## src/rtl/muldiv_unit.sv

```systemverilog
`default_nettype none
// ============================================================================
// Module      : muldiv_unit
// Description : Iterative multiply/divide unit holding the architectural
//               HI/LO registers. Handles MULT, MULTU, DIV, DIVU, MTHI and
//               MTLO. Multiplies use shift-add and divides use restoring
//               division, one bit per cycle. Both work on operand
//               magnitudes, and a final FIX cycle applies sign correction.
// Revision    : 1.0 - initial release
// ============================================================================
module muldiv_unit #(
    parameter int WIDTH = 32,
    parameter int CNT_W = 6
) (
    input  logic             clk,
    input  logic             reset,
    input  logic             start,
    input  logic [2:0]       op,
    input  logic [WIDTH-1:0] in_a,
    input  logic [WIDTH-1:0] in_b,
    input  logic             cancel,
    output logic             busy,
    output logic             done,
    output logic [WIDTH-1:0] hi,
    output logic [WIDTH-1:0] lo
);

    localparam logic [1:0] S_IDLE = 2'd0;
    localparam logic [1:0] S_CALC = 2'd1;
    localparam logic [1:0] S_FIX  = 2'd2;

    localparam logic [CNT_W-1:0] C_CNT_LOAD = CNT_W'(WIDTH);
    localparam logic [CNT_W-1:0] C_CNT_ONE  = CNT_W'(1);

    logic [1:0]         r_state;
    logic [1:0]         w_next_state;
    logic [CNT_W-1:0]   r_cnt;
    // Multiply: {upper accumulator, remaining multiplier bits}.
    // Divide  : {partial remainder, dividend bits / quotient bits}.
    logic [2*WIDTH-1:0] r_prod;
    // Multiplicand (multiply) or divisor (divide) magnitude.
    logic [WIDTH-1:0]   r_opb;
    logic               r_is_div;
    logic               r_sgn_x;    // sign(a) ^ sign(b) for signed ops
    logic               r_sgn_a;    // sign(a) for signed divide remainder
    logic               r_dbz;      // divide by zero
    logic [WIDTH-1:0]   r_hi;
    logic [WIDTH-1:0]   r_lo;
    logic               r_done;

    // Launch decode, only meaningful in IDLE; cancel suppresses any start.
    logic               w_idle;
    logic               w_accept;
    logic               w_move;
    logic               w_signed;
    logic [WIDTH-1:0]   w_abs_a;
    logic [WIDTH-1:0]   w_abs_b;

    assign w_idle   = (r_state == S_IDLE);
    assign w_accept = w_idle && start && !cancel && !op[2];
    assign w_move   = w_idle && start && !cancel && op[2] && !op[1];
    assign w_signed = !op[0];
    assign w_abs_a  = (w_signed && in_a[WIDTH-1]) ? -in_a : in_a;
    assign w_abs_b  = (w_signed && in_b[WIDTH-1]) ? -in_b : in_b;

    // Shift-add multiply step: conditionally add the multiplicand into the
    // upper half, then shift the whole product right by one.
    logic [WIDTH:0]     w_msum;
    logic [2*WIDTH-1:0] w_mul_next;

    assign w_msum     = {1'b0, r_prod[2*WIDTH-1:WIDTH]}
                      + {1'b0, (r_prod[0] ? r_opb : {WIDTH{1'b0}})};
    assign w_mul_next = {w_msum, r_prod[WIDTH-1:1]};

    // Restoring divide step: shift the next dividend bit into the remainder,
    // trial-subtract the divisor, keep the difference if it did not borrow.
    // The partial remainder is always below the divisor, so WIDTH+1 bits
    // hold the trial value and the borrow lands in the top bit.
    logic [WIDTH:0]     w_trial;
    logic [WIDTH:0]     w_diff;
    logic               w_qbit;
    logic [2*WIDTH-1:0] w_div_next;

    assign w_trial    = {r_prod[2*WIDTH-1:WIDTH], r_prod[WIDTH-1]};
    assign w_diff     = w_trial - {1'b0, r_opb};
    assign w_qbit     = !w_diff[WIDTH];
    assign w_div_next = {(w_qbit ? w_diff[WIDTH-1:0] : w_trial[WIDTH-1:0]),
                         r_prod[WIDTH-2:0], w_qbit};

    // Sign correction applied in FIX. A zero divisor gives an all-ones
    // quotient and a remainder equal to the dividend magnitude; negating the
    // remainder by sign(a) restores the original dividend for HI.
    logic [2*WIDTH-1:0] w_prod_fix;
    logic [WIDTH-1:0]   w_rem;
    logic [WIDTH-1:0]   w_quo;
    logic [WIDTH-1:0]   w_fix_hi;
    logic [WIDTH-1:0]   w_fix_lo;

    assign w_prod_fix = r_sgn_x ? -r_prod : r_prod;
    assign w_rem      = r_prod[2*WIDTH-1:WIDTH];
    assign w_quo      = r_prod[WIDTH-1:0];

    // Select HI/LO results for the finishing write.
    always_comb begin
        w_fix_hi = w_prod_fix[2*WIDTH-1:WIDTH];
        w_fix_lo = w_prod_fix[WIDTH-1:0];
        if (r_is_div) begin
            w_fix_hi = r_sgn_a ? -w_rem : w_rem;
            if (r_dbz) begin
                w_fix_lo = {WIDTH{1'b1}};
            end else begin
                w_fix_lo = r_sgn_x ? -w_quo : w_quo;
            end
        end
    end

    // State register.
    always_ff @(posedge clk) begin
        if (reset) begin
            r_state <= S_IDLE;
        end else begin
            r_state <= w_next_state;
        end
    end

    // Next-state logic; the counter reaching one ends the iteration phase.
    always_comb begin
        w_next_state = r_state;
        case (r_state)
            S_IDLE: begin
                if (w_accept) begin
                    w_next_state = S_CALC;
                end
            end
            S_CALC: begin
                if (cancel) begin
                    w_next_state = S_IDLE;
                end else if (r_cnt == C_CNT_ONE) begin
                    w_next_state = S_FIX;
                end
            end
            S_FIX: begin
                w_next_state = S_IDLE;
            end
            default: begin
                w_next_state = S_IDLE;
            end
        endcase
    end

    // Output decode; everything here is a plain register or state decode.
    always_comb begin
        busy = (r_state == S_CALC) || (r_state == S_FIX);
        done = r_done;
        hi   = r_hi;
        lo   = r_lo;
    end

    // Datapath: operand capture, iteration, HI/LO writes and done pulse.
    // Multiplication is commutative, so both op classes load {0,|a|} into
    // the product register and |b| into r_opb.
    always_ff @(posedge clk) begin
        if (reset) begin
            r_cnt    <= '0;
            r_prod   <= '0;
            r_opb    <= '0;
            r_is_div <= 1'b0;
            r_sgn_x  <= 1'b0;
            r_sgn_a  <= 1'b0;
            r_dbz    <= 1'b0;
            r_hi     <= '0;
            r_lo     <= '0;
            r_done   <= 1'b0;
        end else begin
            r_done <= 1'b0;
            case (r_state)
                S_IDLE: begin
                    if (w_accept) begin
                        r_cnt    <= C_CNT_LOAD;
                        r_prod   <= {{WIDTH{1'b0}}, w_abs_a};
                        r_opb    <= w_abs_b;
                        r_is_div <= op[1];
                        r_sgn_x  <= w_signed && (in_a[WIDTH-1] ^ in_b[WIDTH-1]);
                        r_sgn_a  <= w_signed && in_a[WIDTH-1];
                        r_dbz    <= op[1] && (in_b == {WIDTH{1'b0}});
                    end else if (w_move) begin
                        if (op[0]) begin
                            r_lo <= in_a;
                        end else begin
                            r_hi <= in_a;
                        end
                    end
                end
                S_CALC: begin
                    if (!cancel) begin
                        r_cnt  <= r_cnt - C_CNT_ONE;
                        r_prod <= r_is_div ? w_div_next : w_mul_next;
                    end
                end
                S_FIX: begin
                    if (!cancel) begin
                        r_hi   <= w_fix_hi;
                        r_lo   <= w_fix_lo;
                        r_done <= 1'b1;
                    end
                end
                default: begin
                    r_done <= 1'b0;
                end
            endcase
        end
    end

endmodule
`default_nettype wire

```

## config.mk

```make
export PLATFORM = sky130hd
export DESIGN_NAME = muldiv_unit
export DESIGN_NICKNAME = d
export VERILOG_FILES = /design/src/rtl/muldiv_unit.sv
export SDC_FILE = /design/constraint.sdc
export NUM_CORES = 1
export LEC_CHECK = 0
export ABC_AREA = 1
export CAP_MARGIN = 20
export CELL_PAD_IN_SITES_DETAIL_PLACEMENT = 0
export CELL_PAD_IN_SITES_GLOBAL_PLACEMENT = 1
export CORE_MARGIN = 5
export CORE_UTILIZATION = 44
export CTS_CLUSTER_DIAMETER = 30
export DETAILED_ROUTE_END_ITERATION = 8
export GPL_TIMING_DRIVEN = 0
export PLACE_DENSITY = 0.84
export SYNTH_ARGS = -nofsm -noshare
export SYNTH_HDL_FRONTEND = slang
export SYNTH_SLANG_ARGS = --single-unit
export TNS_END_PERCENT = 5
```

## constraint.sdc

```tcl
create_clock -name clk -period 4.44 [get_ports clk]
set_input_delay 1.332 -clock clk [delete_from_list [all_inputs] [get_ports clk]]
set_output_delay 1.332 -clock clk [all_outputs]
set_load 0.05 [all_outputs]
```

-- After elaboration in Yosys (flattened, before gate mapping)
Cells that the tools add are included.
W data, S select, Z words.
- register bits: 173
- bits of input ports: 71
- output and inout bits: 66
- $add $sub $neg: 8
- eq/ne operators: 11
- multiplexer cells: 32
- bitwise gates (word level): 2
- reduce and logical (&&, ||, !) cells: 25
- operators with widths (operator ; count):
    $mux W32 ; 17
    $mux W64 ; 4
    $neg A32 Y32 ; 4
    $pmux W32 S2 ; 2
    $pmux W64 S2 ; 1
    $neg A64 Y64 ; 1
    $add A32 B32 Y33 ; 1
    $sub A33 B32 Y33 ; 1
    $logic_not A32 Y1 ; 1
    $mux W6 ; 2
    $pmux W6 S2 ; 1
    $ne A2 B2 Y1 const B ; 5
    $reduce_and A5 Y1 ; 2
    $logic_and A1 B1 Y1 ; 9
    $eq A6 B1 Y1 const B ; 1
    $mux W2 ; 3
    $sub A6 B1 Y6 const B ; 1
    $logic_not A1 Y1 ; 5
    $ne A2 B1 Y1 const B ; 2
    $pmux W2 S2 ; 1
    $reduce_and A2 Y1 ; 2
    $reduce_bool A2 Y1 ; 2
    $ne A3 B3 Y1 const B ; 1
    $reduce_and A3 Y1 ; 1
    8 further kinds ; 8

-- Logic depth before layout (Yosys ltp)
- depth after elaboration: 8
- gate-level depth with buffers: 21
- depth with buffers taken out: 19

-- Least setup slack after synthesis
No wires, ideal clock.
- kind: input to register
- start: input in_b[0]
- end: register r_opb[20]
- setup time: 0.115 ns
- arrival time: 2.730 ns
- path slack: 1.594 ns
- stages: 14
- path buffers: 0
- cell sequence: inv_1 ha_1 nand3_1 nor2_1 nand2_1 nor2_1 inv_1 nor2_1 inv_1 nor2_1 nor2_1 xor2_1 o21ai_0 inv_1
- cells in the longest elaborated chain, start to end: 2
- ends and longest elaborated chain (item ; line ; RTL):
    start, declared ; 20 ; input logic [WIDTH-1:0] in_b,
    $neg A32 Y32 ; 64 ; assign w_abs_b = (w_signed && in_b[WIDTH-1]) ? -in_b : in_b;
    $mux W32 ; 64 ;
    end signal, assigned ; 181 ; r_opb <= w_abs_b;
    end, declared ; 42 ; logic [WIDTH-1:0] r_opb;
Every way passes these cells.
A chain may end at the register's enable or synchronous reset.

-- Worst setup path in the final report
- start: register r_prod[0]
- end: register r_prod[57]
- cells in the longest elaborated chain, start to end: 5
- ends and longest elaborated chain (item ; line ; RTL):
    start, declared ; 40 ; logic [2*WIDTH-1:0] r_prod;
    start signal, assigned ; 180 ; r_prod <= {{WIDTH{1'b0}}, w_abs_a};
    start signal, assigned ; 197 ; r_prod <= r_is_div ? w_div_next : w_mul_next;
    $mux W32 ; 72 ; + {1'b0, (r_prod[0] ? r_opb : {WIDTH{1'b0}})};
    $add A32 B32 Y33 ; 72 ;
    $mux W64 ; 197 ;
    $mux W64 ; 195 ; if (!cancel) begin
    $pmux W64 S2 ; 176 ; case (r_state)
Every way passes these cells. The select of a mux whose other input is x is not followed.

==> results.toml <==
[sta]
grt_setup_unrepaired = "no"
setup_tns_ns = 0
fin_skew_ns = 0.0157
fmax_mhz = 242
slew_viol_final = 0
finalSetupViolations = 0
worst_pin_slew_ns = 1.05
hold_viol = 0
slew_headroom_pct = 29.5
layout_setup_ws_ns = 0.312
min_period_ns = 4.13
period_share_pct = 93.0

[floorplan]
io_pins = 137
row_count = 71
start_util_pct = 44.7
dieArea_sq_um = 42200
die_y_um = 206
die_w_um = 206
core_area_sq_um = 37700

[min_path]
worstHoldStart = "r_dbz"
min_path_cells = 2
hold_end = "r_dbz"
hp-class = "flip-flop to flip-flop"

[route]
drtIter0Drc = 2761
drc = 0
vias = 21800
firstDrtPassIters = 6
antenna_left = 0
wl_um = 83400
wl_per_cell_um = 22.4
routed_via_density = 5.87

[worst_setup_path]
worstRegToRegCells = 19
slowest_delay_ns = 0.56
crit_chain = "buf_2 -> buf_1 -> nand2_1 -> inv_1 -> ha_1 -> inv_1 -> fa_1 -> o21ai_0 -> nand2_1 -> nand2_1 -> nand2_1 -> nand2_1 -> nand2_1 -> nand3_1 -> nand3_1 -> nand2_1 -> inv_1 -> nand2_1 -> a21oi_1"
crit_buf_inv = 5
r2r-start = "r_prod[0]"
start_kind = "flip-flop"
path_delay_family = "simple AND/OR/NAND/NOR gates"
endpoint_kind = "flip-flop"
cp_slowest_cell = "o21ai_0"
crit_arrival_ns = 4.45
required_ns = 4.76
cp_max_fo = 10
rrSetupSlack_ns = 0.31
r2r-end = "r_prod[57]"
crit_type = "flip-flop to flip-flop"
crit_top_cell = "nand2_1"

[finish]
multi_input_area_sq_um = 11200
mostFrequentLayoutCells = "774 x nand2_1, 436 x inv_1, 338 x nor2_1"
final_common_cell = "nand2_1"
drive_above_1_share_pct = 2.40
seq_area_sq_um = 3460
fin_nets = 3337
fillers = 4156
area_growth_pct = 15.4

[logic_synthesis]
synth_edf_count = 0
syn_area_per_cell_sq_um = 5.54
yosysUniqueCellTypes = 43
asyncSetResetFlopFracSynth_pct = 0
ys_seq_area_share_pct = 20.6
ys.flop_type = "dfxtp_1"
ys_ff_latch = 173
netlist_area_sq_um = 16800
syn_inst = 3037
yosys_warnings = 0
synth_nets = 3183

[global_routing]
first_global_vias = 19300
gr-total-overflow = 0
grtUsageTotal_pct = 38.1
antenna_found_initial = 2
grt_pass1_wl_um = 121000
grt_max_degree = 17

[power_and_ir_drop]
peakVddDrop_mv = 0.289
leakagePower_uw = 0.00953
p_per_area_nw_per_um2 = 423

[run_status]
status = "complete, no violations"

[clocking]
numClockSinks = 173
cts-hold-fix-buffers = 0
cts_tree = "done"
clkLatencyLatePin_ns = 0.46
cts_root_buf = "clkbuf_16"
cts_buffers = 17
cts_setup_buffers = 0
cts_resized = 0
path_clk_slew_ns = 0.07
h-tree-depth = 4
clockBufferDepth = 2

[placement]
place.gp.congestion = 1.05
place_hpwl_um = 68700
dp_slack_ns = 0.0615
portBuffers = 135

[flow_run]
max-cap-violations = 0
stage by stage:
stage	hold slack [ns]	util (%)	instances	power [uW]	area, sq um
after floorplan	0.446	-	3037	4940	16800
after global placement	0.460	49.9	3683	6460	18800
after detailed placement	0.467	49.9	3683	6490	18800
after CTS	0.478	51.5	3715	8070	19400
after global routing	0.508	51.5	3715	8630	19400
final	0.480	51.5	3716	8210	19400
area by class of cell:
| cell class | instances | share of cell area, % |
|---|---|---|
| Antenna cell | 1 | 0.0129 |
| Buffer | 117 | 2.42 |
| Clock buffer | 19 | 2.28 |
| Clock inverter | 13 | 0.774 |
| Inverter | 444 | 8.59 |
| Multi-Input combinational cell | 2303 | 57.8 |
| Sequential cell | 173 | 17.8 |
| Tap cell | 511 | 3.29 |
| Timing Repair Buffer | 135 | 6.96 |
logic make-up (layout without fill, tap and decap cells):
kind of cell    Yosys count  count (layout)  share of synthesized area, %
compound gates          646             646                          20.6
buf+inv                 561             728                          12.7
other cells               0               1                             0
simple gates           1543            1543                          38.4
xor+xnor                 39              39                          2.03
flops                   173             173                          20.6
fa+ha+maj                75              75                          5.67
cells in the mapped netlist (4+ instances only):
master	number	area share, %
buf_1	11	0.25
clkbuf_1	84	1.9
o21bai_1	11	0.49
o21a_1	4	0.18
o21ai_1	5	0.15
a21oi_1	261	7.8
a21o_1	14	0.62
a221oi_1	4	0.21
nand3b_1	20	0.89
o211ai_1	16	0.71
o21ai_0	274	8.2
inv_2	7	0.16
o221ai_1	4	0.21
nand2_1	774	17
nor2_1	338	7.5
nor3_1	50	1.5
buf_2	20	0.60
xnor2_1	7	0.36
nor4_1	6	0.22
nand4_1	31	1.2
o31ai_1	7	0.31
dfxtp_1	173	21
a31oi_1	39	1.5
xor2_1	32	1.7
or2_2	12	0.45
nand3_1	305	9.1
inv_1	436	9.7
ha_1	73	5.4
registers in the layout (all words and copies together) (netlist names):
| register | count |
|---|---|
| r_prod | 64 |
| r_sgn_a | 1 |
| r_opb | 32 |
| done | 1 |
| r_dbz | 1 |
| r_is_div | 1 |
| hi | 32 |
| r_sgn_x | 1 |
| r_cnt | 6 |
| lo | 32 |
| r_state | 2 |
layer usage:
metal  vias to the layer above  GRT usage (%)  part of all wire, %
met2                      1377           54.6                   40
met4                         2           11.8                  3.6
li1                      10200              -                    -
met3                       180           13.7                   14
met5                         -              0                 0.11
met1                     10000           53.4                   42
tightest hold or removal path, delay by kind of cell (launching register included):
kind             cells  cell delay (ns)
AO/OA/AOI/OAI        1             0.05
AND/OR/NAND/NOR      1             0.06
flip-flops           1             0.32
worst max-delay path by stage:
| stage | startpoint | slack (ns) | to | depth (start not counted) |
|---|---|---|---|---|
| final | r_prod[0] | 0.31 | r_prod[57] | 19 |
| after floorplan | in_b[0] | 1.59 | r_opb[20] | 14 |
| after global placement | cancel | 0.09 | r_prod[63] | 12 |
| after CTS | r_prod[0] | 0.48 | r_prod[57] | 19 |
| after global routing | r_prod[0] | 0.05 | r_prod[57] | 19 |
| after detailed placement | cancel | 0.06 | r_prod[63] | 12 |
where the power goes:
part	total, uW	switching [uW]	internal, uW
logic	4440	3180	1270
registers	2180	316	1870
clock network	1580	728	857
total	8210	4220	3990
(Power assumes the default switching activity.)
